## config.mk

```make
export PLATFORM = sky130hd
export DESIGN_NAME = multiword_add_seq
export DESIGN_NICKNAME = d
export VERILOG_FILES = /design/src/rtl/multiword_add_seq.sv
export SDC_FILE = /design/constraint.sdc
export NUM_CORES = 1
export LEC_CHECK = 0
export ABC_AREA = 1
export BUFFER_PORTS_ARGS = -buffer_cell sky130_fd_sc_hd__buf_2
export CAP_MARGIN = 15
export CORE_MARGIN = 8
export CORE_UTILIZATION = 45
export CTS_BUF_LIST = sky130_fd_sc_hd__clkbuf_2 sky130_fd_sc_hd__clkbuf_4 sky130_fd_sc_hd__clkbuf_8
export CTS_CLUSTER_DIAMETER = 100
export CTS_CLUSTER_SIZE = 10
export DETAILED_ROUTE_END_ITERATION = 8
export GPL_TIMING_DRIVEN = 0
export PLACE_DENSITY_LB_ADDON = 0.2
export SLEW_MARGIN = 20
export SYNTH_ARGS = -nofsm -noshare
export SYNTH_HDL_FRONTEND = slang
export SYNTH_SLANG_ARGS = --single-unit
```

## constraint.sdc

```tcl
create_clock -name clk -period 7.3 [get_ports clk]
set_input_delay 0.73 -clock clk [delete_from_list [all_inputs] [get_ports clk]]
set_output_delay 0.73 -clock clk [all_outputs]
set_load 0.05 [all_outputs]
```

## src/rtl/multiword_add_seq.sv

```systemverilog
// multiword_add_seq: runs a WORDS*16-bit add/subtract through one shared 16-bit adder, one slice per cycle
// Ports: clk/reset (async, active-high); in_valid/in_ready/in_a/in_b/in_sub request side;
// add_a/add_b/add_cin drive the external adder, add_r/add_cout come back from it;
// out_valid/out_ready/out_sum/out_cout/out_ovf result side; busy is high in RUN or DONE.
module multiword_add_seq #(
  parameter int WORDS = 4
) (
  input  logic                clk,
  input  logic                reset,
  input  logic                in_valid,
  output logic                in_ready,
  input  logic [16*WORDS-1:0] in_a,
  input  logic [16*WORDS-1:0] in_b,
  input  logic                in_sub,
  output logic [15:0]         add_a,
  output logic [15:0]         add_b,
  output logic                add_cin,
  input  logic [15:0]         add_r,
  input  logic                add_cout,
  output logic                out_valid,
  input  logic                out_ready,
  output logic [16*WORDS-1:0] out_sum,
  output logic                out_cout,
  output logic                out_ovf,
  output logic                busy
);
  localparam int W  = 16 * WORDS;
  localparam int IW = WORDS > 1 ? $clog2(WORDS) : 1;
  typedef enum logic [1:0] {IDLE, RUN, DONE} state_t;
  state_t state_q, state_d;
  logic [IW-1:0] idx_q, idx_d;
  logic carry_q, carry_d, sub_q, sub_d, ovf_q, ovf_d;
  logic [W-1:0] a_q, a_d, b_q, b_d, sum_q, sum_d;
  logic last;
  logic [15:0] b_sl;
  always_comb begin
    state_d = state_q;
    idx_d   = idx_q;
    carry_d = carry_q;
    sub_d   = sub_q;
    ovf_d   = ovf_q;
    a_d     = a_q;
    b_d     = b_q;
    sum_d   = sum_q;
    add_a   = '0;
    add_b   = '0;
    add_cin = 1'b0;
    last    = idx_q == IW'(WORDS - 1);
    b_sl    = b_q[idx_q*16 +: 16];
    case (state_q)
      IDLE: if (in_valid) begin
        a_d     = in_a;
        b_d     = in_b;
        sub_d   = in_sub;
        idx_d   = '0;
        carry_d = in_sub;
        state_d = RUN;
      end
      RUN: begin
        add_a   = a_q[idx_q*16 +: 16];
        add_b   = sub_q ? ~b_sl : b_sl;
        add_cin = carry_q;
        sum_d[idx_q*16 +: 16] = add_r;
        carry_d = add_cout;
        if (last) begin
          // signed overflow judged on the top slice only, where the sign bits live
          ovf_d   = (add_a[15] == add_b[15]) && (add_r[15] != add_a[15]);
          state_d = DONE;
        end else begin
          idx_d = idx_q + 1'b1;
        end
      end
      DONE: state_d = out_ready ? IDLE : DONE;
      default: state_d = IDLE;
    endcase
  end
  always_ff @(posedge clk or posedge reset) begin
    if (reset) begin
      state_q <= IDLE;
      idx_q   <= '0;
      carry_q <= 1'b0;
      sub_q   <= 1'b0;
      ovf_q   <= 1'b0;
      a_q     <= '0;
      b_q     <= '0;
      sum_q   <= '0;
    end else begin
      state_q <= state_d;
      idx_q   <= idx_d;
      carry_q <= carry_d;
      sub_q   <= sub_d;
      ovf_q   <= ovf_d;
      a_q     <= a_d;
      b_q     <= b_d;
      sum_q   <= sum_d;
    end
  end
  assign in_ready  = state_q == IDLE;
  assign out_valid = state_q == DONE;
  assign busy      = state_q != IDLE;
  assign out_sum   = sum_q;
  // the chained carry register already holds the final carry once RUN ends
  assign out_cout  = carry_q;
  assign out_ovf   = ovf_q;
endmodule

```

## Yosys cells after proc, flatten, opt, wreduce, memory -nomap -nowiden

Index checks and enable logic that the tools add are counted.
Widths: inputs -> output; s select.

| cells by class | value |
|---|---|
| $add $sub $neg | 2 |
| equal/unequal tests | 8 |
| shifts and indexed selects | 4 |
| muxes and demuxes | 14 |
| bitwise operators | 1 |
| reduce and logical (&&, ||, !) cells | 9 |

Operators with widths:

| cell | number |
|---|---|
| $shiftx 64x7->16 | 2 |
| $bwmux 64 | 1 |
| $shift 16x34->64 const A | 1 |
| $shiftx 16x34->64 | 1 |
| $mux 16 | 3 |
| $neg 6->34 | 1 |
| $not 16->16 | 1 |
| $mux 2 | 5 |
| $reduce_and 2->1 | 4 |
| $ne 2x2->1 const B | 3 |
| $pmux 2 s3 | 1 |
| $eq 2x2->1 const B | 2 |
| $pmux 2 s2 | 1 |
| $reduce_bool 2->1 | 2 |
| $reduce_and 3->1 | 1 |
| $add 2x1->2 const B | 1 |
| $eq 2x1->1 const B | 1 |
| $logic_not 2->1 | 1 |
| $mux 1 | 2 |
| $pmux 1 s2 | 1 |
| $eq 1x1->1 | 1 |
| $logic_and 1x1->1 | 1 |
| $ne 1x1->1 | 1 |

| storage, ports and cells | value |
|---|---|
| register bits | 199 |
| input port bits | 150 |
| output and inout bits | 102 |
| word-level logic and storage cells | 46 |

## Logic depth before layout (Yosys ltp)

| logic depth | value |
|---|---|
| depth after elaboration | 5 |
| mapped depth | 11 |

## Worst setup path before layout

No wires, ideal clock.

| timing path | value |
|---|---|
| path kind | register to output |
| start point | register idx_q[0] |
| end point | output port add_a[10] |
| arrival | 1.883 ns |
| data required time | 6.570 ns |
| slack | 4.687 ns |
| cell stages (with the launch flop) | 7 |
| buffers on the path | 3 |
| cell sequence | dfrtp_1 -> inv_2 -> buf_6 -> buf_2 -> buf_2 -> o21ai_0 -> a21oi_1 |

| on the way | value |
|---|---|
| word-level cells in the longest chain between the ends | 2 |

RTL lines:

| what | RTL line | source |
|---|---|---|
| from (decl) | 31 | `logic [IW-1:0] idx_q, idx_d;` |
| from (signal assigned) | 89 | `idx_q <= idx_d;` |
| $shiftx 64x7->16 | 60 | `add_a = a_q[idx_q*16 +: 16];` |
| $mux 16 | 50 | `case (state_q)` |
| to (decl) | 15 | `output logic [15:0] add_a,` |

No other way between the ends.

## Worst setup path after layout

| timing path | value |
|---|---|
| start point | register idx_q[1] |
| end point | output port add_a[14] |

Same word-level chain as after synthesis.

==> impl_metrics.sql <==
INSERT INTO impl_metrics (metric_group, metric, value, unit) VALUES
('clock_network', 'post_cts_resized', '0', ''),
('detailed_routing', 'detailed_route_wire_length_per_cell', '17.3', 'µm'),
('flow_run', 'cap_violations', '0', ''),
('logic_synthesis', 'post_synth_inst_count', '1132', ''),
('clock_network', 'ctsRootBufferMaster', 'sky130_fd_sc_hd__clkbuf_8', ''),
('clock_network', 'cts_hold_fix_bufs', '0', ''),
('timing', 'timing_max_transition_violations_final', '0', ''),
('timing', 'relSlewSlack', '56.8', '%'),
('timing', 'finalSetupViolCount', '0', ''),
('die', 'die_x', '158', 'µm'),
('logic_synthesis', 'synthFlopType', 'sky130_fd_sc_hd__dfrtp_1', ''),
('timing', 'worst_pin_slew', '0.648', 'ns'),
('finish', 'drive_above_1_share', '24.4', '%'),
('timing', 'maxClockFrequency', '0.304', 'GHz'),
('worst_setup_path', 'setup.worst_path.start', 'idx_q[1]', ''),
('logic_synthesis', 'postSynth.asyncResetShare', '100', '%'),
('worst_setup_path', 'setup.reg_to_reg.worst_slack', '4.61', 'ns'),
('logic_synthesis', 'synth_sequential_area_ratio', '54.5', '%'),
('worst_setup_path', 'critPathMaxFanout', '12', ''),
('placement', 'gp_congestion', '0.877', ''),
('clock_network', 'tritoncts.num_buffers', '17', ''),
('timing', 'layout_worst_path_cycle_share', '45.1', '%'),
('power_and_ir_drop', 'power_density', '543', 'nW/µm²'),
('worst_setup_path', 'worst-endpoint-required', '6.57', 'ns'),
('timing', 'period_needed', '3.29', 'ns'),
('logic_synthesis', 'synthDistinctLibCells', '27', ''),
('detailed_routing', 'drc_errors', '0', ''),
('die', 'floorplan.initialDensity', '45.4', '%'),
('clock_network', 'clkSlewWorstSetupHoldPaths', '0.10', 'ns'),
('logic_synthesis', 'synth_edf_count', '0', ''),
('min_path', 'hold_path_class', 'in -> async', ''),
('worst_setup_path', 'regToRegEndpoint', 'out_sum[33]', ''),
('power_and_ir_drop', 'leakage', '6.16', 'nW'),
('worst_setup_path', 'reg2reg_from', 'idx_q[1]', ''),
('logic_synthesis', 'post_synth_instance_area', '9130', 'µm²'),
('timing', 'grt_setup_unrepaired', 'no', ''),
('placement', 'portBuffers', '251', ''),
('worst_setup_path', 'cp_data_arrival_time', '2.56', 'ns'),
('clock_network', 'cts_max_path_buffers', '2', ''),
('logic_synthesis', 'syn-mean-instance-area', '8.07', 'µm²'),
('global_route', 'grt_usage', '23.5', '%'),
('timing', 'finalHoldWorstSlack', '0.239', 'ns'),
('detailed_routing', 'wl', '29100', 'µm'),
('clock_network', 'cts_tree', 'built', ''),
('detailed_routing', 'vias', '8561', ''),
('die', 'die_height', '158', 'µm'),
('clock_network', 'clkLatencyLatePin', '0.48', 'ns'),
('logic_synthesis', 'syn-num-nets', '1288', ''),
('finish', 'design.final.nets', '1560', ''),
('detailed_routing', 'drt-pass1-iter-count', '5', ''),
('placement', 'hpwl', '22200', 'µm'),
('clock_network', 'numClockSinks', '199', ''),
('power_and_ir_drop', 'power.ir.vdd_worst', '0.303', 'mV'),
('logic_synthesis', 'synth.ff_latch_count', '199', ''),
('global_route', 'first_global_vias', '8755', ''),
('timing', 'finClkSkew', '0.0128', 'ns'),
('worst_setup_path', 'end_point_of_the_critical_path', 'add_a[14]', ''),
('global_route', 'antenna_violations_before_repair', '0', ''),
('die', 'count_of_pins_on_the_block_boundary', '252', ''),
('clock_network', 'cts_setup_buffers', '0', ''),
('timing', 'hold_viol', '0', ''),
('logic_synthesis', 'synthesis.yosys.warnings', '0', ''),
('die', 'placementRows', '52', ''),
('die', 'dieArea', '25100', 'µm²'),
('worst_setup_path', 'critPathCaptureType', 'output port', ''),
('finish', 'diodes', '0', ''),
('worst_setup_path', 'depth_of_the_worst_register_to_register_path', '8', ''),
('global_route', 'global_route_wire_length_before_repair', '45500', 'µm'),
('detailed_routing', 'drtAntennaViolNets', '0', ''),
('clock_network', 'htree_levels', '4', ''),
('placement', 'detailed_place.area', '10800', 'µm²'),
('die', 'design.core.area', '20100', 'µm²'),
('worst_setup_path', 'timing.critical_path.from_type', 'flop', ''),
('worst_setup_path', 'crit_type', 'reg -> out', ''),
('run_status', 'outcome', 'completed', ''),
('global_route', 'grt-ovfl-total', '0', ''),
('detailed_routing', 'detail_route.vias_per_cell', '5.07', ''),
('detailed_routing', 'initialDrtViolationCount', '536', ''),
('finish', 'layout.cell_area.non_filler', '11200', 'µm²'),
('global_route', 'pin_count_of_the_biggest_net_entering_global_routing', '81', ''),
('finish', 'area_delta_synth_final', '22.9', '%');
[kinds of logic (layout without fill, tap and decap cells)]
kind of cell	count (synthesis)	in the layout	share of synthesized area, %
and+or+nand+nor	567	567	24.9
DFF	199	199	54.5
AOI/OAI and AO/OA	238	238	13.3
buffers and inverters	122	407	6.44
adders and majority gates	6	6	0.822
[per-layer routing]
layer	up-vias	part of all wire, %	global-route usage, %
li1	4179	-	-
met1	4020	45	31.6
met2	311	45	36.7
met3	51	7.6	5.54
met4	0	2.6	8.17
met5	-	0	0
[cell usage after synthesis, drive strengths merged, types with 2 or more instances]
cell type / number / area [µm²]
dfrtp: 199 / 4980
clkbuf: 28 / 106
buf: 46 / 297
inv: 48 / 185
nand3: 23 / 120
ha: 6 / 75.1
a21oi: 31 / 155
o21ai: 189 / 946
nor2: 100 / 385
nand2: 425 / 1610
nand4: 17 / 136
nor3: 2 / 20.0
o22ai: 16 / 100
[placed cells by master, fill, tap and decap left out]
| master | netlist | layout |
|---|---|---|
| sky130_fd_sc_hd__a21oi_1 | 31 | 31 |
| sky130_fd_sc_hd__a31oi_1 | 1 | 1 |
| sky130_fd_sc_hd__buf_1 | 1 | 1 |
| sky130_fd_sc_hd__buf_16 | 0 | 2 |
| sky130_fd_sc_hd__buf_2 | 27 | 278 |
| sky130_fd_sc_hd__buf_4 | 12 | 12 |
| sky130_fd_sc_hd__buf_6 | 6 | 6 |
| sky130_fd_sc_hd__bufinv_16 | 0 | 3 |
| sky130_fd_sc_hd__clkbuf_1 | 27 | 27 |
| sky130_fd_sc_hd__clkbuf_2 | 1 | 1 |
| sky130_fd_sc_hd__clkbuf_4 | 0 | 1 |
| sky130_fd_sc_hd__clkbuf_8 | 0 | 19 |
| sky130_fd_sc_hd__clkinv_2 | 0 | 2 |
| sky130_fd_sc_hd__clkinv_4 | 0 | 1 |
| sky130_fd_sc_hd__dfrtp_1 | 199 | 199 |
| sky130_fd_sc_hd__ha_1 | 6 | 6 |
| sky130_fd_sc_hd__inv_1 | 43 | 42 |
| sky130_fd_sc_hd__inv_2 | 4 | 4 |
| sky130_fd_sc_hd__inv_6 | 1 | 7 |
| sky130_fd_sc_hd__inv_8 | 0 | 1 |
| sky130_fd_sc_hd__nand2_1 | 423 | 423 |
| sky130_fd_sc_hd__nand2_4 | 2 | 2 |
| sky130_fd_sc_hd__nand3_1 | 22 | 22 |
| sky130_fd_sc_hd__nand3_2 | 1 | 1 |
| sky130_fd_sc_hd__nand4_1 | 15 | 15 |
| sky130_fd_sc_hd__nand4_4 | 2 | 2 |
| sky130_fd_sc_hd__nor2_1 | 98 | 98 |
| sky130_fd_sc_hd__nor2_2 | 1 | 1 |
| sky130_fd_sc_hd__nor2_4 | 1 | 1 |
| sky130_fd_sc_hd__nor3_2 | 2 | 2 |
| sky130_fd_sc_hd__o21ai_0 | 166 | 166 |
| sky130_fd_sc_hd__o21ai_1 | 23 | 23 |
| sky130_fd_sc_hd__o22ai_1 | 16 | 16 |
| sky130_fd_sc_hd__o31ai_1 | 1 | 1 |
[where the power goes]
part	total [mW]	switching (mW)	internal, mW
registers	1.87	0.282	1.59
logic	3.44	2.58	0.863
clock network	0.778	0.410	0.368
[stage by stage]
| stage | total power [mW] | worst slack, ns | instances | TNS [ns] | util, % |
|---|---|---|---|---|---|
| after floorplan | 4.35 | 1.14 | 1132 | 0 | - |
| after global placement | 5.27 | -1.12 | 1653 | -219.01 | 53.3 |
| after detailed placement | 5.33 | 4.59 | 1655 | 0 | 53.7 |
| after CTS | 6.11 | 4.04 | 1687 | 0 | 55.8 |
| after global routing | 6.50 | 3.87 | 1687 | 0 | 55.8 |
| final | 6.09 | 4.01 | 1687 | 0 | 55.8 |
[how the worst min path moves through the flow]
| stage | end | depth (start not counted) |
|---|---|---|
| after floorplan | a_q[20] | 2 |
| after global placement | b_q[46] | 2 |
| after detailed placement | a_q[27] | 2 |
| after CTS | b_q[48] | 2 |
| after global routing | b_q[50] | 2 |
| final | b_q[50] | 2 |
[sequential cells by signal, summed over array words and instances, names as in the netlist]
register,cells
state_q,2
out_sum,64
out_ovf,1
idx_q,2
a_q,64
out_cout,1
b_q,64
sub_q,1
[area by class of cell]
type	instances	area, µm²
Clock buffer	20	269
Timing Repair Buffer	253	1310
Inverter	48	193
Multi-Input combinational cell	811	3560
Sequential cell	199	4980
Fill cell	1930	8890
Buffer	74	403
Clock inverter	12	161
Tap cell	270	338
[worst max-delay path: stages, from the launching register on]
cell and delay [ns]:
sky130_fd_sc_hd__dfrtp_1 0.61, sky130_fd_sc_hd__inv_1 0.23, sky130_fd_sc_hd__buf_1 0.36, sky130_fd_sc_hd__nor2_1 0.17, sky130_fd_sc_hd__o21ai_0 0.10, sky130_fd_sc_hd__a21oi_1 0.29
sky130_fd_sc_hd__buf_2 0.33
No activity file was read; power rests on OpenSTA's default activity.
